## src/rtl/ex_mem_wb_pipe.sv

```systemverilog
// EX/MEM and MEM/WB pipeline registers with the MEM-stage data-memory controller.
// Optional DMEM_STALL_CNT_EN adds a saturating stall-cycle counter (dmem_stall_cnt, stall_cnt_clr).
module ex_mem_wb_pipe #(
  parameter int XLEN    = 32,
  parameter int TIMEOUT = 16
) (
  input  logic            clk,
  input  logic            rst,
  input  logic            ex_valid,
  input  logic            ex_RegWrite,
  input  logic            ex_MemRead,
  input  logic            ex_MemWrite,
  input  logic [1:0]      ex_MemtoReg,
  input  logic [4:0]      ex_Rd,
  input  logic [XLEN-1:0] ex_alu_result,
  input  logic [XLEN-1:0] ex_rs2_data,
  input  logic [XLEN-1:0] ex_pc_plus4,
  output logic            mem_busy,
  output logic            dmem_req,
  output logic            dmem_we,
  output logic [XLEN-1:0] dmem_addr,
  output logic [XLEN-1:0] dmem_wdata,
  input  logic            dmem_ack,
  input  logic [XLEN-1:0] dmem_rdata,
  output logic            dmem_err,
  output logic            EX_MEM_RegWrite,
  output logic [4:0]      EX_MEM_RegisterRd,
  output logic            MEM_WB_RegWrite,
  output logic [4:0]      MEM_WB_RegisterRd,
  output logic [XLEN-1:0] wb_data
`ifdef DMEM_STALL_CNT_EN
  ,
  output logic [31:0]     dmem_stall_cnt,
  input  logic            stall_cnt_clr
`endif
);

  localparam int CW = $clog2(TIMEOUT + 1);

  typedef enum logic [1:0] {S_IDLE = 2'd0, S_WAIT = 2'd1, S_ABORT = 2'd2} state_t;

  // Handshake: dmem_req stays high with addr/we/wdata stable until the cycle
  // dmem_ack is seen; ack in a cycle without req has no effect.
  state_t          state, next_state;
  logic [CW-1:0]   cnt;
  logic            pending, abort;

  logic            exm_valid, exm_rw, exm_mr, exm_mw;
  logic [1:0]      exm_mtr;
  logic [4:0]      exm_rd;
  logic [XLEN-1:0] exm_alu, exm_rs2, exm_pc4;

  logic            mwb_valid, mwb_rw;
  logic [4:0]      mwb_rd;
  logic [XLEN-1:0] wb_mux;

  always_ff @(posedge clk or posedge rst) begin
    if (rst) begin
      exm_valid <= 1'b0;
      exm_rw    <= 1'b0;
      exm_mr    <= 1'b0;
      exm_mw    <= 1'b0;
      exm_mtr   <= 2'b00;
      exm_rd    <= 5'd0;
      exm_alu   <= '0;
      exm_rs2   <= '0;
      exm_pc4   <= '0;
    end else if (!mem_busy) begin
      exm_valid <= ex_valid;
      exm_rw    <= ex_RegWrite & (ex_Rd != 5'd0);
      exm_mr    <= ex_MemRead;
      exm_mw    <= ex_MemWrite;
      exm_mtr   <= ex_MemtoReg;
      exm_rd    <= ex_Rd;
      exm_alu   <= ex_alu_result;
      exm_rs2   <= ex_rs2_data;
      exm_pc4   <= ex_pc_plus4;
    end
  end

  assign pending = exm_valid & (exm_mr | exm_mw);

  always_ff @(posedge clk or posedge rst) begin
    if (rst) state <= S_IDLE;
    else     state <= next_state;
  end

  always_comb begin
    next_state = state;
    case (state)
      S_IDLE:  if (pending && !dmem_ack) next_state = S_WAIT;
      S_WAIT: begin
        if (dmem_ack)                        next_state = S_IDLE;
        else if (cnt == CW'(TIMEOUT - 1))    next_state = S_ABORT;
      end
      S_ABORT: next_state = S_IDLE;
      default: next_state = S_IDLE;
    endcase
  end

  always_comb begin
    abort      = (state == S_ABORT);
    dmem_err   = abort;
    dmem_req   = pending & !abort;
    mem_busy   = pending & !dmem_ack & !abort;
    dmem_we    = dmem_req & exm_mw;
    dmem_addr  = dmem_req ? exm_alu : '0;
    dmem_wdata = dmem_req ? exm_rs2 : '0;
  end

  // cnt counts request cycles already spent waiting; IDLE covers the first one.
  always_ff @(posedge clk or posedge rst) begin
    if (rst) begin
      cnt <= '0;
    end else begin
      case (state)
        S_IDLE:  cnt <= (pending && !dmem_ack) ? CW'(1) : '0;
        S_WAIT:  cnt <= (dmem_ack || next_state == S_ABORT) ? '0 : cnt + CW'(1);
        default: cnt <= '0;
      endcase
    end
  end

  always_comb begin
    case (exm_mtr)
      2'b01:   wb_mux = dmem_rdata;
      2'b10:   wb_mux = exm_pc4;
      default: wb_mux = exm_alu;
    endcase
  end

  always_ff @(posedge clk or posedge rst) begin
    if (rst) begin
      mwb_valid <= 1'b0;
      mwb_rw    <= 1'b0;
      mwb_rd    <= 5'd0;
      wb_data   <= '0;
    end else if (!mem_busy) begin
      mwb_valid <= exm_valid;
      mwb_rw    <= exm_rw & !abort;
      mwb_rd    <= exm_rd;
      wb_data   <= wb_mux;
    end else begin
      mwb_valid <= 1'b0;
      mwb_rw    <= 1'b0;
    end
  end

  assign EX_MEM_RegWrite   = exm_valid & exm_rw;
  assign EX_MEM_RegisterRd = exm_rd;
  assign MEM_WB_RegWrite   = mwb_valid & mwb_rw;
  assign MEM_WB_RegisterRd = mwb_rd;

`ifdef DMEM_STALL_CNT_EN
  always_ff @(posedge clk or posedge rst) begin
    if (rst)                               dmem_stall_cnt <= '0;
    else if (stall_cnt_clr)                dmem_stall_cnt <= '0;
    else if (mem_busy && dmem_stall_cnt != 32'hFFFF_FFFF)
                                           dmem_stall_cnt <= dmem_stall_cnt + 32'd1;
  end
`endif

endmodule

```

## config.mk

```make
export PLATFORM = sky130hd
export DESIGN_NAME = ex_mem_wb_pipe
export DESIGN_NICKNAME = d
export VERILOG_FILES = /design/src/rtl/ex_mem_wb_pipe.sv
export SDC_FILE = /design/constraint.sdc
export NUM_CORES = 1
export LEC_CHECK = 0
export CELL_PAD_IN_SITES_DETAIL_PLACEMENT = 1
export CELL_PAD_IN_SITES_GLOBAL_PLACEMENT = 1
export CORE_ASPECT_RATIO = 0.5
export CORE_MARGIN = 2
export CORE_UTILIZATION = 50
export CTS_CLUSTER_SIZE = 25
export DETAILED_ROUTE_END_ITERATION = 8
export DONT_BUFFER_PORTS = 1
export PLACE_DENSITY_LB_ADDON = 0.1
export SYNTH_ARGS = -nofsm -noshare
export SYNTH_HDL_FRONTEND = slang
export SYNTH_SLANG_ARGS = --single-unit
```

## constraint.sdc

```tcl
create_clock -name clk -period 8.31 [get_ports clk]
set_input_delay 0.831 -clock clk [delete_from_list [all_inputs] [get_ports clk]]
set_output_delay 0.831 -clock clk [all_outputs]
set_load 0.02 [all_outputs]
```

==> metrics.csv <==
metric,value,unit
async_flop_share,100,%
hold_violations,0,
tns,0,ns
r2r_cells,5,
wl_met2,7850,um
path_cells,nor2b_2 > nor3_4 > buf_4 > buf_4,
cts_buffers,17,
grt_max_degree,80,
cts-root-buf,clkbuf_16,
io_pins,254,
cp_num_buf_inv,2,
die_w,175,um
period_needed,3.60,ns
cp_top_family,buffers and inverters,
cp_slowest_cell,buf_4,
synth_edf_count,0,
wl_per_cell,22.4,um
synth_area,7340,um^2
fp.dieH,89.7,um
final_area,7880,um^2
crit_type,flop to output port,
postCtsHoldBufs,0,
first_pass_iters,4,
fin_nets,665,
yosysSeqAreaShare,52.2,%
cts_sinks,153,
synth-main-ff-cell,dfrtp_1,
wl_met3,1460,um
crit_path_frequent_cell,buf_4,
initial_utilization,51.0,%
swShare,31.1,%
synth.area.top_cells,"dfrtp_1, mux2_4, mux2_2",
setup_ws,4.71,ns
irDropWorstVdd,164,uV
final_antenna_net_count,0,
core,14400,um^2
skew,0.0141,ns
synthToLayoutAreaGrowth,7.45,%
globalRouteOverflowTotal,0,
crit_path_start_kind,flop,
drive_gt1_share,35.0,%
globalplace.congestion,0.715,
reg2reg_setup_slack,5.42,ns
vias_per_cell,5.60,
seq_power_share,46.1,%
fin_crit_sh,43.3,%
first_global_vias,4328,
p_clk_share,36.3,%
synth.distinct_cells,30,
leakagePower,3.52,nW
worstMarginPinSlew,1.04,ns
placed_area,7290,um^2
rsz0062_at_grt,no,
status,"complete, no violations",
drt-total-wl,16300,um
p_comb_share,17.6,%
cpPeakStageDelay,0.81,ns
cts_buffer_depth,2,
vias,4085,
p_int,0.00148,W
fp-row-count,31,
dieArea,15700,um^2
yosysTopAreaCell,dfrtp_1,
maxCapViolCount,0,
worst_r2r_startpoint,state[1],
cts_setup_buffers,0,
finalSetupViolCount,0,
cts_resized,0,
cp_max_fo,66,
final_max_slew_viol_count,0,
topRoutingLayerUsed,met4,
wl_met1,6970,um
crit_path_end_kind,output port,
clk_latency,0.42,ns
dpl_worst_slack,4.93,ns
syn_inst,529,
n_antenna_cell,0,
hpwl,11100,um
grt_pass1_wl,24800,um
antenna_found_initial,0,
cts_tree,yes,
htree_levels,4,
net-switching-power,0.000668,W
synth.avg_cell_area,13.9,um^2
path_clk_slew,0.07,ns
synth_seq_cells,153,
grt_use_total,20.9,%
n_fill_cell,1426,
portBuffers,0,
drt_iter0_markers,176,
yosysTopAreaCellShare,52.2,%
hold_path.class,input port to async pin,
relSlewSlack,30.7,%
cp.arrival,2.77,ns
fmax,278,MHz
finalPower,0.00215,W
crit_required,7.48,ns
syn-num-nets,675,
synth_warnings,0,
p_per_area,272,nW/um^2
rr_endpoint,exm_pc4[1],
drc,0,
==> state kept, by name (all words and copies together) (netlist names), 5 cells and up <==
name / count
MEM_WB_RegisterRd: 5
exm_pc4: 32
exm_rs2: 32
cnt: 5
exm_alu: 32
wb_data: 32
EX_MEM_RegisterRd: 5
==> power groups by stage <==
| stage | logic (W) | registers [W] | clock network (W) |
|---|---|---|---|
| after floorplan | 0.000351 | 0.000972 | 0 |
| after global placement | 0.000376 | 0.00100 | 0 |
| after detailed placement | 0.000385 | 0.00100 | 0 |
| after CTS | 0.000385 | 0.000991 | 0.000799 |
| after global routing | 0.000415 | 0.00100 | 0.000834 |
| final | 0.000378 | 0.000990 | 0.000780 |
==> routing by layer <==
layer  GRT usage, %  vias up
met4           4.09        0
met3           8.88        7
met2           33.9      140
met5              0        -
met1           26.7     2123
li1               -     1815
==> cell usage after synthesis (3+ instances only) <==
library cell	instances
and2_1	67
mux2_2	42
and3_1	3
a22oi_1	32
buf_12	11
dfrtp_1	153
inv_1	5
nor2_1	6
ha_1	4
clkbuf_1	18
nor2b_1	3
o21ai_0	33
buf_8	3
nand2_1	33
mux2_4	100
==> cell families after synthesis <==
family,count (synthesis),synth area share [%]
compound gates,68,5.80
xor+xnor,2,0.239
fa+ha+maj,4,0.682
buf+inv,41,5.17
flops,153,52.2
mux,143,27.0
simple gates,118,8.88
==> per-stage QoR <==
step                      hold slack (ns)  instances  utilization, %
after detailed placement            0.485        698            50.7
after global routing                0.414        730            54.8
after floorplan                     0.473        529               -
after CTS                           0.405        730            54.8
final                               0.361        730            54.8
after global placement              0.490        698            50.7
==> cell usage in the layout (no fill, tap or decap), types with 2 or more instances in the layout <==
master and instances:
nand2_1 33, and2_1 67, dfrtp_1 153, inv_8 2, ha_1 3, clkinv_4 2, clkbuf_16 17, nor2b_1 3
bufinv_16 2, o21a_1 2, buf_4 7, inv_6 5, clkinvlp_4 3, nor2_1 5, inv_1 4, a22oi_1 32
mux2_2 42, and3_1 3, o21ai_0 33, mux2_4 100
==> worst register-to-register path: stages (launching register included) <==
cell     delay (ns)
dfrtp_1        0.38
nor2b_2        0.23
nor3_4         0.19
buf_4          0.81
buf_4          0.72
mux2_2         0.42
==> worst max path at each step <==
stage | from | end | slack, ns | depth (start not counted)
2_1_floorplan | rst | EX_MEM_RegisterRd[0] | 3.36 | 1
3_3_place_gp | dmem_ack | mem_busy | 4.95 | 3
3_5_place_dp | dmem_ack | mem_busy | 4.93 | 3
4_1_cts | state[1] | mem_busy | 4.71 | 4
5_1_grt | state[1] | mem_busy | 4.54 | 4
6_report | state[1] | mem_busy | 4.71 | 4
==> cell type report <==
class                           count  area, um^2  share of cell area (%)
Inverter                            5        23.8                   0.302
Clock inverter                     14         163                    2.06
Clock buffer                       18         429                    5.44
Timing Repair Buffer                7        52.6                   0.667
Tap cell                          198         248                    3.14
Sequential cell                   153        3830                    48.6
Multi-Input combinational cell    335        3140                    39.8
Power figures use the tool's default switching activity.
